### src/rtl/otp_session_ctrl_if.sv
// otp_session_ctrl_if
// Bundles every non-clock, non-reset signal of otp_session_ctrl.
//   master : session requester / user side (drives start, lfsr_word, digits;
//            observes lfsr_step, OTP and status outputs)
//   slave  : otp_session_ctrl itself
// Signals:
//   start       session request pulse
//   lfsr_step   advance request to the external LFSR
//   lfsr_word   current external LFSR value
//   digit       user digit, qualified by digit_valid (one-cycle strobe)
//   otp_out     captured OTP, otp_valid marks it as live
//   unlock      correct code entered
//   expired     entry window timed out
//   lockout     too many wrong entries, hold active
//   attempts    wrong entries so far in this session
//   state       FSM state code
interface otp_session_ctrl_if;
  logic        start;
  logic        lfsr_step;
  logic [15:0] lfsr_word;
  logic [3:0]  digit;
  logic        digit_valid;
  logic [15:0] otp_out;
  logic        otp_valid;
  logic        unlock;
  logic        expired;
  logic        lockout;
  logic [1:0]  attempts;
  logic [2:0]  state;

  modport master (
    output start, lfsr_word, digit, digit_valid,
    input  lfsr_step, otp_out, otp_valid, unlock, expired, lockout, attempts, state
  );

  modport slave (
    input  start, lfsr_word, digit, digit_valid,
    output lfsr_step, otp_out, otp_valid, unlock, expired, lockout, attempts, state
  );
endinterface

### src/rtl/otp_session_ctrl.sv
// otp_session_ctrl
// One-time-password session controller. On start it clocks an external LFSR
// LFSR_STEPS times, captures the resulting word as the OTP, then collects four
// user digits inside a TIMEOUT_CYCLES window and compares them to the OTP.
// A match unlocks until the next start; MAX_ATTEMPTS mismatches lock the block
// out for LOCKOUT_CYCLES cycles.
// Ports:
//   clk    single clock
//   reset  synchronous, active-high; clears every register
//   bus    otp_session_ctrl_if.slave (start/LFSR/digit inputs, status outputs)
// Configuration macro:
//   OTP_DECIMAL_EN  when defined, captured OTP nibbles are reduced mod 10 and
//                   digits above 9 are ignored; otherwise raw hex is used.
module otp_session_ctrl #(
  parameter int unsigned LFSR_STEPS     = 16,
  parameter int unsigned TIMEOUT_CYCLES = 750000000,
  parameter int unsigned LOCKOUT_CYCLES = 1000,
  parameter int unsigned MAX_ATTEMPTS   = 3
) (
  input  logic               clk,
  input  logic               reset,
  otp_session_ctrl_if.slave  bus
);

  typedef enum logic [2:0] {
    ST_IDLE  = 3'd0,
    ST_GEN   = 3'd1,
    ST_ENTRY = 3'd2,
    ST_CHECK = 3'd3,
    ST_PASS  = 3'd4,
    ST_LOCK  = 3'd5
  } state_t;

  // step counter is one bit wider than LFSR_STEPS so the final
  // (non-stepping) capture cycle can be counted without wrapping
  localparam logic [8:0]  STEP_LAST  = 9'(LFSR_STEPS);
  localparam logic [29:0] TIMER_LAST = 30'(TIMEOUT_CYCLES - 1);
  localparam logic [15:0] LOCK_LAST  = 16'(LOCKOUT_CYCLES - 1);
  localparam logic [1:0]  ATT_MAX    = 2'(MAX_ATTEMPTS);

  // Converts the raw LFSR word into the OTP value that gets stored.
  function automatic logic [15:0] otp_capture(input logic [15:0] word);
    logic [15:0] res;
    res = word;
`ifdef OTP_DECIMAL_EN
    for (int i = 0; i < 4; i++) begin
      if (word[4*i +: 4] >= 4'd10) begin
        res[4*i +: 4] = word[4*i +: 4] - 4'd10;
      end else begin
        res[4*i +: 4] = word[4*i +: 4];
      end
    end
`endif
    return res;
  endfunction

  state_t      state_r, state_nx_s;
  logic [8:0]  step_cnt_r, step_cnt_nx_s;
  logic [29:0] timer_r, timer_nx_s;
  logic [2:0]  digit_cnt_r, digit_cnt_nx_s;
  logic [15:0] entry_buf_r, entry_buf_nx_s;
  logic [15:0] lock_cnt_r, lock_cnt_nx_s;
  logic [1:0]  attempts_r, attempts_nx_s;
  logic [15:0] otp_out_r, otp_out_nx_s;
  logic        otp_valid_r, otp_valid_nx_s;
  logic        unlock_r, unlock_nx_s;
  logic        expired_r, expired_nx_s;
  logic        lockout_r, lockout_nx_s;
  logic        lfsr_step_r, lfsr_step_nx_s;

  logic        digit_ok_s;
  logic        timeout_s;
  logic        digit_take_s;
  logic        match_s;
  logic        gen_done_s;
  logic        lock_done_s;
  logic [1:0]  attempts_inc_s;

`ifdef OTP_DECIMAL_EN
  assign digit_ok_s = bus.digit_valid && (bus.digit <= 4'd9);
`else
  assign digit_ok_s = bus.digit_valid;
`endif

  // the timeout cycle wins over a digit arriving in the same cycle
  assign timeout_s      = (state_r == ST_ENTRY) && (timer_r == TIMER_LAST);
  assign digit_take_s   = (state_r == ST_ENTRY) && !timeout_s && digit_ok_s;
  assign match_s        = (entry_buf_r == otp_out_r);
  assign gen_done_s     = (step_cnt_r == STEP_LAST);
  assign lock_done_s    = (lock_cnt_r == LOCK_LAST);
  assign attempts_inc_s = attempts_r + 2'd1;

  // State register with synchronous reset.
  always_ff @(posedge clk) begin
    if (reset) begin
      state_r <= ST_IDLE;
    end else begin
      state_r <= state_nx_s;
    end
  end

  // Next-state decode.
  always_comb begin
    state_nx_s = state_r;
    case (state_r)
      ST_IDLE:  if (bus.start) state_nx_s = ST_GEN; else state_nx_s = ST_IDLE;
      ST_GEN:   if (gen_done_s) state_nx_s = ST_ENTRY; else state_nx_s = ST_GEN;
      ST_ENTRY: begin
        if (timeout_s) begin
          state_nx_s = ST_IDLE;
        end else if (digit_take_s && (digit_cnt_r == 3'd3)) begin
          state_nx_s = ST_CHECK;
        end else begin
          state_nx_s = ST_ENTRY;
        end
      end
      ST_CHECK: begin
        if (match_s) begin
          state_nx_s = ST_PASS;
        end else if (attempts_inc_s == ATT_MAX) begin
          state_nx_s = ST_LOCK;
        end else begin
          state_nx_s = ST_ENTRY;
        end
      end
      ST_PASS:  if (bus.start) state_nx_s = ST_GEN; else state_nx_s = ST_PASS;
      ST_LOCK:  if (lock_done_s) state_nx_s = ST_IDLE; else state_nx_s = ST_LOCK;
      default:  state_nx_s = ST_IDLE;
    endcase
  end

  // Next values of the datapath and registered outputs.
  always_comb begin
    step_cnt_nx_s  = step_cnt_r;
    timer_nx_s     = timer_r;
    digit_cnt_nx_s = digit_cnt_r;
    entry_buf_nx_s = entry_buf_r;
    lock_cnt_nx_s  = lock_cnt_r;
    attempts_nx_s  = attempts_r;
    otp_out_nx_s   = otp_out_r;
    otp_valid_nx_s = otp_valid_r;
    unlock_nx_s    = unlock_r;
    expired_nx_s   = expired_r;
    case (state_r)
      ST_IDLE: begin
        if (bus.start) begin
          expired_nx_s  = 1'b0;
          unlock_nx_s   = 1'b0;
          step_cnt_nx_s = 9'd0;
        end else begin
          step_cnt_nx_s = step_cnt_r;
        end
      end
      ST_GEN: begin
        // capture happens one cycle after the last step, once the
        // external LFSR has settled on its final value
        if (gen_done_s) begin
          otp_out_nx_s   = otp_capture(bus.lfsr_word);
          otp_valid_nx_s = 1'b1;
          timer_nx_s     = 30'd0;
          digit_cnt_nx_s = 3'd0;
        end else begin
          step_cnt_nx_s = step_cnt_r + 9'd1;
        end
      end
      ST_ENTRY: begin
        if (timeout_s) begin
          expired_nx_s   = 1'b1;
          otp_valid_nx_s = 1'b0;
          attempts_nx_s  = 2'd0;
        end else begin
          timer_nx_s = timer_r + 30'd1;
          if (digit_take_s) begin
            entry_buf_nx_s = {entry_buf_r[11:0], bus.digit};
            digit_cnt_nx_s = digit_cnt_r + 3'd1;
          end else begin
            entry_buf_nx_s = entry_buf_r;
          end
        end
      end
      ST_CHECK: begin
        if (match_s) begin
          unlock_nx_s = 1'b1;
        end else begin
          attempts_nx_s = attempts_inc_s;
          if (attempts_inc_s == ATT_MAX) begin
            lock_cnt_nx_s = 16'd0;
          end else begin
            // retry keeps the running timer: the window covers all attempts
            digit_cnt_nx_s = 3'd0;
          end
        end
      end
      ST_PASS: begin
        if (bus.start) begin
          unlock_nx_s    = 1'b0;
          attempts_nx_s  = 2'd0;
          otp_valid_nx_s = 1'b0;
          step_cnt_nx_s  = 9'd0;
        end else begin
          unlock_nx_s = unlock_r;
        end
      end
      ST_LOCK: begin
        if (lock_done_s) begin
          attempts_nx_s  = 2'd0;
          otp_valid_nx_s = 1'b0;
        end else begin
          lock_cnt_nx_s = lock_cnt_r + 16'd1;
        end
      end
      default: begin
        otp_valid_nx_s = 1'b0;
      end
    endcase
    // both strobes are functions of the upcoming state so they register
    // exactly in step with the state they belong to
    lockout_nx_s   = (state_nx_s == ST_LOCK);
    lfsr_step_nx_s = (state_nx_s == ST_GEN) && (step_cnt_nx_s < STEP_LAST);
  end

  // Datapath and output registers with synchronous reset.
  always_ff @(posedge clk) begin
    if (reset) begin
      step_cnt_r  <= 9'd0;
      timer_r     <= 30'd0;
      digit_cnt_r <= 3'd0;
      entry_buf_r <= 16'd0;
      lock_cnt_r  <= 16'd0;
      attempts_r  <= 2'd0;
      otp_out_r   <= 16'd0;
      otp_valid_r <= 1'b0;
      unlock_r    <= 1'b0;
      expired_r   <= 1'b0;
      lockout_r   <= 1'b0;
      lfsr_step_r <= 1'b0;
    end else begin
      step_cnt_r  <= step_cnt_nx_s;
      timer_r     <= timer_nx_s;
      digit_cnt_r <= digit_cnt_nx_s;
      entry_buf_r <= entry_buf_nx_s;
      lock_cnt_r  <= lock_cnt_nx_s;
      attempts_r  <= attempts_nx_s;
      otp_out_r   <= otp_out_nx_s;
      otp_valid_r <= otp_valid_nx_s;
      unlock_r    <= unlock_nx_s;
      expired_r   <= expired_nx_s;
      lockout_r   <= lockout_nx_s;
      lfsr_step_r <= lfsr_step_nx_s;
    end
  end

  assign bus.lfsr_step = lfsr_step_r;
  assign bus.otp_out   = otp_out_r;
  assign bus.otp_valid = otp_valid_r;
  assign bus.unlock    = unlock_r;
  assign bus.expired   = expired_r;
  assign bus.lockout   = lockout_r;
  assign bus.attempts  = attempts_r;
  assign bus.state     = state_r;

endmodule

### src/flat_wrapper.sv
// flat-port wrapper written by rule: the top's interface ports become plain ports
module otp_session_ctrl_flat 
#(
  parameter int unsigned LFSR_STEPS     = 16,
  parameter int unsigned TIMEOUT_CYCLES = 750000000,
  parameter int unsigned LOCKOUT_CYCLES = 1000,
  parameter int unsigned MAX_ATTEMPTS   = 3
)
  (clk, reset, bus_start, bus_lfsr_word, bus_digit, bus_digit_valid, bus_lfsr_step, bus_otp_out, bus_otp_valid, bus_unlock, bus_expired, bus_lockout, bus_attempts, bus_state);
  otp_session_ctrl_if bus_i ();
  input  logic clk;
  input  logic reset;
  input wire logic [$bits(bus_i.start)-1:0] bus_start;
  input wire logic [$bits(bus_i.lfsr_word)-1:0] bus_lfsr_word;
  input wire logic [$bits(bus_i.digit)-1:0] bus_digit;
  input wire logic [$bits(bus_i.digit_valid)-1:0] bus_digit_valid;
  output wire logic [$bits(bus_i.lfsr_step)-1:0] bus_lfsr_step;
  output wire logic [$bits(bus_i.otp_out)-1:0] bus_otp_out;
  output wire logic [$bits(bus_i.otp_valid)-1:0] bus_otp_valid;
  output wire logic [$bits(bus_i.unlock)-1:0] bus_unlock;
  output wire logic [$bits(bus_i.expired)-1:0] bus_expired;
  output wire logic [$bits(bus_i.lockout)-1:0] bus_lockout;
  output wire logic [$bits(bus_i.attempts)-1:0] bus_attempts;
  output wire logic [$bits(bus_i.state)-1:0] bus_state;
  assign bus_i.start = bus_start;
  assign bus_i.lfsr_word = bus_lfsr_word;
  assign bus_i.digit = bus_digit;
  assign bus_i.digit_valid = bus_digit_valid;
  assign bus_lfsr_step = bus_i.lfsr_step;
  assign bus_otp_out = bus_i.otp_out;
  assign bus_otp_valid = bus_i.otp_valid;
  assign bus_unlock = bus_i.unlock;
  assign bus_expired = bus_i.expired;
  assign bus_lockout = bus_i.lockout;
  assign bus_attempts = bus_i.attempts;
  assign bus_state = bus_i.state;
  otp_session_ctrl #(.LFSR_STEPS(LFSR_STEPS), .TIMEOUT_CYCLES(TIMEOUT_CYCLES), .LOCKOUT_CYCLES(LOCKOUT_CYCLES), .MAX_ATTEMPTS(MAX_ATTEMPTS)) u_core (.clk(clk), .reset(reset), .bus(bus_i));
endmodule
### config.mk
export PLATFORM = sky130hd
export DESIGN_NAME = otp_session_ctrl_flat
export DESIGN_NICKNAME = d
export VERILOG_FILES = /design/src/rtl/otp_session_ctrl_if.sv /design/src/rtl/otp_session_ctrl.sv /design/src/flat_wrapper.sv
export SDC_FILE = /design/constraint.sdc
export NUM_CORES = 1
export LEC_CHECK = 0
export BUFFER_PORTS_ARGS = -buffer_cell sky130_fd_sc_hd__buf_4
export CAP_MARGIN = 20
export CORE_ASPECT_RATIO = 1.25
export CORE_UTILIZATION = 59
export DETAILED_ROUTE_END_ITERATION = 6
export MAX_ROUTING_LAYER = met4
export PLACE_DENSITY = 0.87
export SLEW_MARGIN = 20
export SYNTH_ARGS = -nofsm -noshare
export SYNTH_HDL_FRONTEND = slang
export SYNTH_SLANG_ARGS = --single-unit
### constraint.sdc
create_clock -name clk -period 3.2 [get_ports clk]
set_input_delay 0.48 -clock clk [delete_from_list [all_inputs] [get_ports clk]]
set_output_delay 0.48 -clock clk [all_outputs]
set_load 0.005 [all_outputs]
==> results.py, run 1 <==
metrics = {
    "cts": {
        "cts_hold_repair.buffers": 0,
        "cts_max_path_buffers": 2,
        "cts_num_sinks": 100,
        "root_cell_of_the_clock_tree": "clkbuf_8",
        "post_cts_resized": 0,
        "cts_made_buffers": 9,
        "htreeDepth": 3,
        "post_cts.repair.setup_buffers": 0,
        "clkTransAtPathRegs_ns": 0.10,
        "cts_tree": "done",
        "latest_clock_arrival_within_the_worst_skew_pair_ns": 0.37,
    },
    "place": {
        "place_ws_ns": 0.513,
        "hpwlAfterDp_mm": 7.76,
        "final_wtd_congestion": 0.869,
        "io_buffers": 49,
        "dp.cells": 720,
    },
    "route": {
        "via_to_cell_ratio": 6.11,
        "wl_per_cell_um": 15.3,
        "vias": 4496,
        "drt_drc_violations_left": 0,
        "ant_nets": 0,
        "postRouteWirelength_mm": 11.3,
        "drt_iter0_markers": 333,
        "drt_pre_antenna_iters": 5,
    },
    "grt": {
        "first_global_vias": 4175,
        "antenna_found_initial": 0,
        "grt_pass1_wl_mm": 18.7,
        "grt_max_degree": 57,
        "grtUsageTotal_pct": 27.8,
        "overflow": 0,
    },
    "setup_path": {
        "slowest_delay_ns": 0.57,
        "crit_path_cell_trace": "ha_1, nand3_1, nor4_4, a21boi_0, buf_4, o211ai_1, or3_2, a21oi_1",
        "crit_path_start": "u_core.timer_r[0]$_SDFFE_PP0P_",
        "crit_cells": 8,
        "r2r-end": "u_core.timer_r[28]$_SDFFE_PP0P_",
        "worst_setup_path_endpoint": "u_core.timer_r[28]$_SDFFE_PP0P_",
        "critical_path.startpoint_type": "flop",
        "crit_slowest_cell": "o211ai_1",
        "crit_required_ns": 3.45,
        "r2r_cells": 8,
        "critical_path_arrival_ns": 2.97,
        "critPathBufInv": 1,
        "family_with_the_most_delay_on_the_worst_path": "simple AND/OR/NAND/NOR gates",
        "regToRegSetupSlack_ns": 0.48,
        "worst_setup_path_end_kind": "flop",
        "timing.critical_path.fanout_max": 12,
        "critPathKind": "flop to flop",
        "regToRegStartpoint": "u_core.timer_r[0]$_SDFFE_PP0P_",
    },
    "sta": {
        "max_freq_mhz": 368,
        "final_hold_viol_count": 0,
        "finClkSkew_ns": 0.00919,
        "slew_headroom_pct": 50.5,
        "grt_setup_unrepaired": "no",
        "final_sum_of_negative_setup_slack_ns": 0,
        "actual_transition_at_the_worst_max_transition_pin_ns": 0.742,
        "part_of_the_cycle_the_worst_path_needs_pct": 84.9,
        "hold_ws_ns": 0.338,
        "setup_ws_ns": 0.482,
        "final-max-slew-violation-count": 0,
        "finalSetupViolCount": 0,
        "final_period_minus_worst_setup_slack_ns": 2.72,
    },
    "run_status": {
        "status": "finished clean",
    },
    "floorplanning": {
        "ios": 50,
        "floorplan.die.width_um": 82.9,
        "row_count": 36,
        "fp.coreArea_mm2": 0.00788,
        "die_h_um": 103,
        "floorplan.die_area_mm2": 0.00856,
        "floorplan.initialDensity_pct": 61.3,
    },
    "layout": {
        "finalCoreUtilization_pct": 69.3,
        "nNetsFinal": 667,
        "layout-drive-gt1-share_pct": 14.4,
        "diodes": 0,
        "layout-area-overhead-vs-synth_pct": 13.1,
        "multiInputGateArea_mm2": 0.00264,
        "layout.area.seq_mm2": 0.00200,
        "num-fill-cells": 606,
        "instances_no_fill": 736,
    },
    "yosys": {
        "async_flop_share_pct": 0,
        "synth-xor-area-share_pct": 7.25,
        "share_of_synthesized_cell_area_in_and_or_nand_and_nor_gates_pct": 26.8,
        "synth_cell_types": 57,
        "post-synth-top-area-fraction_pct": 41.4,
        "synth_compound_gate_area_share_pct": 18.2,
        "synth_area_mm2": 0.00483,
        "yosysSeqAreaShare_pct": 41.4,
        "share_of_synthesized_area_spent_on_multiplexers_pct": 0.673,
        "avgSynthCellArea_um2": 8.13,
        "synthesis.yosys.warnings": 0,
        "ys_dominant_reg_cell": "dfxtp_1",
        "postSynthCellCount": 594,
        "synth_adder_area_share_pct": 1.81,
        "yosys.cell_count.top_type": "dfxtp_1",
        "synth_top_area_cell": "dfxtp_1",
        "synth-edff-count": 0,
        "synth.net_count": 625,
        "ys_top_cells_by_area": "dfxtp_1, nand2_1, a21oi_1, xor2_1, nor2_1",
        "postSynthRegisterBits": 100,
        "combinational_family_with_the_most_area_after_synthesis": "simple AND/OR/NAND/NOR gates",
        "synth_common_cells": "dfxtp_1, nand2_1, a21oi_1",
    },
    "power_and_ir_drop": {
        "power.switching_uw": 541,
        "clockPowerShare_pct": 36.8,
        "p_leak_uw": 0.00199,
        "share_comb_of_total_power_pct": 4.4,
        "power.sequential.fraction_pct": 58.8,
        "sw_frac_of_total_pct": 25.4,
        "power-per-cell-area_mw_per_mm2": 390,
        "cell_internal_pwr_uw": 1590,
        "ir_drop_v": 0.000307,
    },
    "hold_path": {
        "min_from": "bus_lfsr_word[7]",
        "worstHoldPathType": "input port to flop",
    },
    "run": {
        "cap_violations": 0,
    },
}
[registers in the layout, summed over array words and instances (netlist names)]
register	count
u_core.bus.state	3
u_core.bus.lockout	1
u_core.bus.attempts	2
u_core.entry_buf_r	16
u_core.lock_cnt_r	16
u_core.step_cnt_r	9
u_core.bus.lfsr_step	1
u_core.bus.unlock	1
u_core.bus.otp_out	16
u_core.digit_cnt_r	3
u_core.timer_r	30
u_core.bus.expired	1
u_core.bus.otp_valid	1
[kinds of logic (layout without fill, tap and decap cells)]
kind of cell	after synthesis	after routing
muxes	3	3
AOI/OAI and AO/OA	139	139
adders and majority gates	7	7
xor gates and xnor gates	40	40
buffers and inverters	46	93
DFF	100	100
and+or+nand+nor	259	259
[stage by stage]
step / instance area [um^2] / power, uW
2_1_floorplan: 4830 / 1330
3_3_place_gp: 5280 / 1370
3_5_place_dp: 5280 / 1370
4_1_cts: 5470 / 2140
5_1_grt: 5470 / 2210
6_report: 5470 / 2130
[worst reg2reg max path: stages, from the launching register on]
cell,delay [ns]
dfxtp_1,0.41
ha_1,0.19
nand3_1,0.32
nor4_4,0.40
a21boi_0,0.19
buf_4,0.21
o211ai_1,0.58
or3_2,0.24
a21oi_1,0.06
[layout make-up]
cell class | instances | share of cell area [%]
multi-input combinational | 448 | 48.4
sequential | 100 | 36.6
timing repair buffer | 59 | 8.10
clock buffer | 9 | 2.27
tap | 95 | 2.17
inverter | 18 | 1.24
clock inverter | 7 | 1.21
[power groups by stage]
stage / logic [uW] / clock network (uW) / registers (uW)
floorplan: 50.5 / 0 / 1280
global placement: 90.6 / 0 / 1280
detailed placement: 91.9 / 0 / 1280
CTS: 92.7 / 793 / 1250
global route: 102 / 851 / 1260
finish: 92.9 / 784 / 1250
[layer usage]
layer	vias up	track usage (%)	part of all wire, %
li1	2193	-	-
met1	2123	31.5	42
met2	152	48.1	51
met3	28	4.52	4.5
met4	0	13.9	2.7
met5	-	-	0
[placed cells by master (no fill, tap or decap), drive strengths merged, types with 18 or more instances in the layout]
| master | Yosys | layout |
|---|---|---|
| nor2 | 46 | 46 |
| o21ai | 18 | 18 |
| xor2 | 24 | 24 |
| dfxtp | 100 | 100 |
| inv | 18 | 22 |
| a21oi | 74 | 74 |
| or3 | 19 | 19 |
| nand3 | 23 | 23 |
| nand2 | 98 | 98 |
| buf | 9 | 59 |
[worst min path at each step]
stage	depth (start not counted)	slack [ns]	endpoint
floorplan	2	0.45	u_core.entry_buf_r[15]$_SDFFE_PP0P_
global placement	2	0.45	u_core.bus.unlock$_SDFFE_PP0P_
detailed placement	2	0.46	u_core.entry_buf_r[12]$_SDFFE_PP0P_
CTS	3	0.33	u_core.bus.otp_out[7]$_SDFFE_PP0P_
global route	3	0.33	u_core.bus.otp_out[6]$_SDFFE_PP0P_
finish	3	0.34	u_core.bus.otp_out[7]$_SDFFE_PP0P_
Note: power is estimated with default switching activity, not from simulation.
==> run 2: changes to the inputs <==
==> constraint.sdc (replaced) <==
create_clock -name clk -period 2.7 [get_ports clk]
set_input_delay 0.405 -clock clk [delete_from_list [all_inputs] [get_ports clk]]
set_output_delay 0.405 -clock clk [all_outputs]
set_load 0.005 [all_outputs]
==> run 2 against run 1 <==
- sequential share of layout area shrank 0.44 points
- die area is the same
- clock skew grew 0.0070 ns
- first-iteration DRC count shrank 39%
- non-clock buffer count grew 7
- critical path depth shrank 1
- count of clock-buffer cells in the layout is the same
- maximum frequency grew 7.4%
- routed wire length shrank 0.83%
- global-route usage shrank 0.56 points
- critical endpoint is now u_core.bus.otp_valid$_SDFFE_PP0P_
==> results.py, run 2 (same netlist as run 1, synthesis figures left out) <==
metrics = {
    "floorplanning": {
        "fp.coreArea_mm2": 0.00788,
        "floorplan.initialDensity_pct": 61.3,
        "die_h_um": 103,
        "floorplan.die.width_um": 82.9,
        "ios": 50,
        "floorplan.die_area_mm2": 0.00856,
        "row_count": 36,
    },
    "layout": {
        "max_flop_register": "u_core.timer_r",
        "nNetsFinal": 674,
        "finalCoreUtilization_pct": 70.2,
        "diodes": 0,
        "number_of_flip_flops_in_the_largest_register": 30,
        "final_cell_mix": "dfxtp_1, nand2_1, a21oi_1",
        "layout-area-overhead-vs-synth_pct": 14.5,
        "layout-drive-gt1-share_pct": 15.3,
        "layout.cells.most_common": "dfxtp_1",
    },
    "cts": {
        "cts_tree": "done",
        "htreeDepth": 3,
        "cts_made_buffers": 9,
        "cts_max_path_buffers": 2,
        "post_cts_resized": 0,
        "cts_hold_repair.buffers": 0,
        "clkTransAtPathRegs_ns": 0.11,
        "latest_clock_arrival_within_the_worst_skew_pair_ns": 0.37,
        "post_cts.repair.setup_buffers": 0,
        "root_cell_of_the_clock_tree": "clkbuf_8",
        "cts_num_sinks": 100,
    },
    "sta": {
        "max_freq_mhz": 395,
        "final_sum_of_negative_setup_slack_ns": 0,
        "finClkSkew_ns": 0.0162,
        "finalSetupViolCount": 0,
        "final-max-slew-violation-count": 0,
        "final_hold_viol_count": 0,
        "actual_transition_at_the_worst_max_transition_pin_ns": 0.580,
        "final_period_minus_worst_setup_slack_ns": 2.53,
        "slew_headroom_pct": 61.4,
        "part_of_the_cycle_the_worst_path_needs_pct": 93.8,
    },
    "setup_path": {
        "critPathKind": "flop to flop",
        "critical_path.startpoint_type": "flop",
        "crit_required_ns": 3.00,
        "worst_setup_path_end_kind": "flop",
        "timing.critical_path.fanout_max": 11,
        "critical_path_arrival_ns": 2.83,
        "regToRegSetupSlack_ns": 0.17,
    },
    "route": {
        "ant_nets": 0,
        "vias": 4507,
        "drt_iter0_markers": 203,
        "via_to_cell_ratio": 6.07,
        "postRouteWirelength_mm": 11.2,
        "drt_drc_violations_left": 0,
        "drt_pre_antenna_iters": 5,
        "wl_per_cell_um": 15.0,
    },
    "power_and_ir_drop": {
        "power-per-cell-area_mw_per_mm2": 457,
        "ir_drop_v": 0.000347,
        "p_leak_uw": 0.00203,
    },
    "hold_path": {
        "worstHoldPathType": "input port to flop",
    },
    "grt": {
        "first_global_vias": 4205,
        "grt_max_degree": 57,
        "grtUsageTotal_pct": 27.2,
        "overflow": 0,
        "grt_pass1_wl_mm": 18.6,
        "antenna_found_initial": 0,
    },
    "place": {
        "hpwlAfterDp_mm": 7.93,
        "io_buffers": 49,
        "final_wtd_congestion": 0.864,
    },
    "run_status": {
        "status": "finished clean",
    },
    "run": {
        "cap_violations": 0,
    },
}
[run 2: cell types whose count changed in the layout (fill, tap and decap cells not counted)]
cell / change
buf_12: +1
buf_4: +6
clkinv_4: +2
clkinvlp_4: -1
inv_6: -1
[run 2: critical path, stage by stage, from the launching register on]
cell,delay (ns)
dfxtp_1,0.40
ha_1,0.19
nand3_1,0.32
nor4_4,0.43
a21boi_0,0.21
buf_4,0.22
or4_1,0.51
a21oi_1,0.17
[run 2: routing by layer]
metal  track usage, %  vias to the layer above  part of all wire [%]
met4             11.3                        0                   2.0
met5                -                        -                     0
met2             48.0                      149                    51
met3             5.32                       30                   4.9
met1             30.4                     2116                    42
li1                 -                     2212                     -
[run 2: path summary, 6_finish.rpt]
kind | start | to | cells past startpoint
max reg2reg | u_core.timer_r[0]$_SDFFE_PP0P_ | u_core.bus.otp_valid$_SDFFE_PP0P_ | 7
min | bus_lfsr_word[2] | u_core.bus.otp_out[2]$_SDFFE_PP0P_ | 3
max | u_core.timer_r[0]$_SDFFE_PP0P_ | u_core.bus.otp_valid$_SDFFE_PP0P_ | 7
min reg2reg | u_core.bus.unlock$_SDFFE_PP0P_ | u_core.bus.unlock$_SDFFE_PP0P_ | 2
[run 2: layout make-up]
type                       instances  area, um^2
sequential                       100        2000
fill                             613        2350
timing repair buffer              66         508
tap                               95         119
multi-input combinational        448        2640
inverter                          18        67.6
clock buffer                       9         124
clock inverter                     7        67.6
[run 2: report_power, final]
part	internal (uW)	switching, uW	total [uW]
Sequential	1480	6.63	1490
Combinational	46.3	64.0	110
Clock	359	572	931
[run 2: metrics by stage]
| step | total power, uW | std cells | hold slack [ns] | area [um^2] | setup slack, ns |
|---|---|---|---|---|---|
| after floorplan | 1580 | 594 | 0.448 | 4830 | 0.396 |
| after global placement | 1630 | 726 | 0.450 | 5330 | 0.350 |
| after detailed placement | 1630 | 726 | 0.458 | 5330 | 0.207 |
| after CTS | 2540 | 742 | 0.262 | 5520 | 0.173 |
| after global routing | 2610 | 743 | 0.253 | 5530 | -0.00818 |
| final | 2530 | 743 | 0.265 | 5530 | 0.168 |
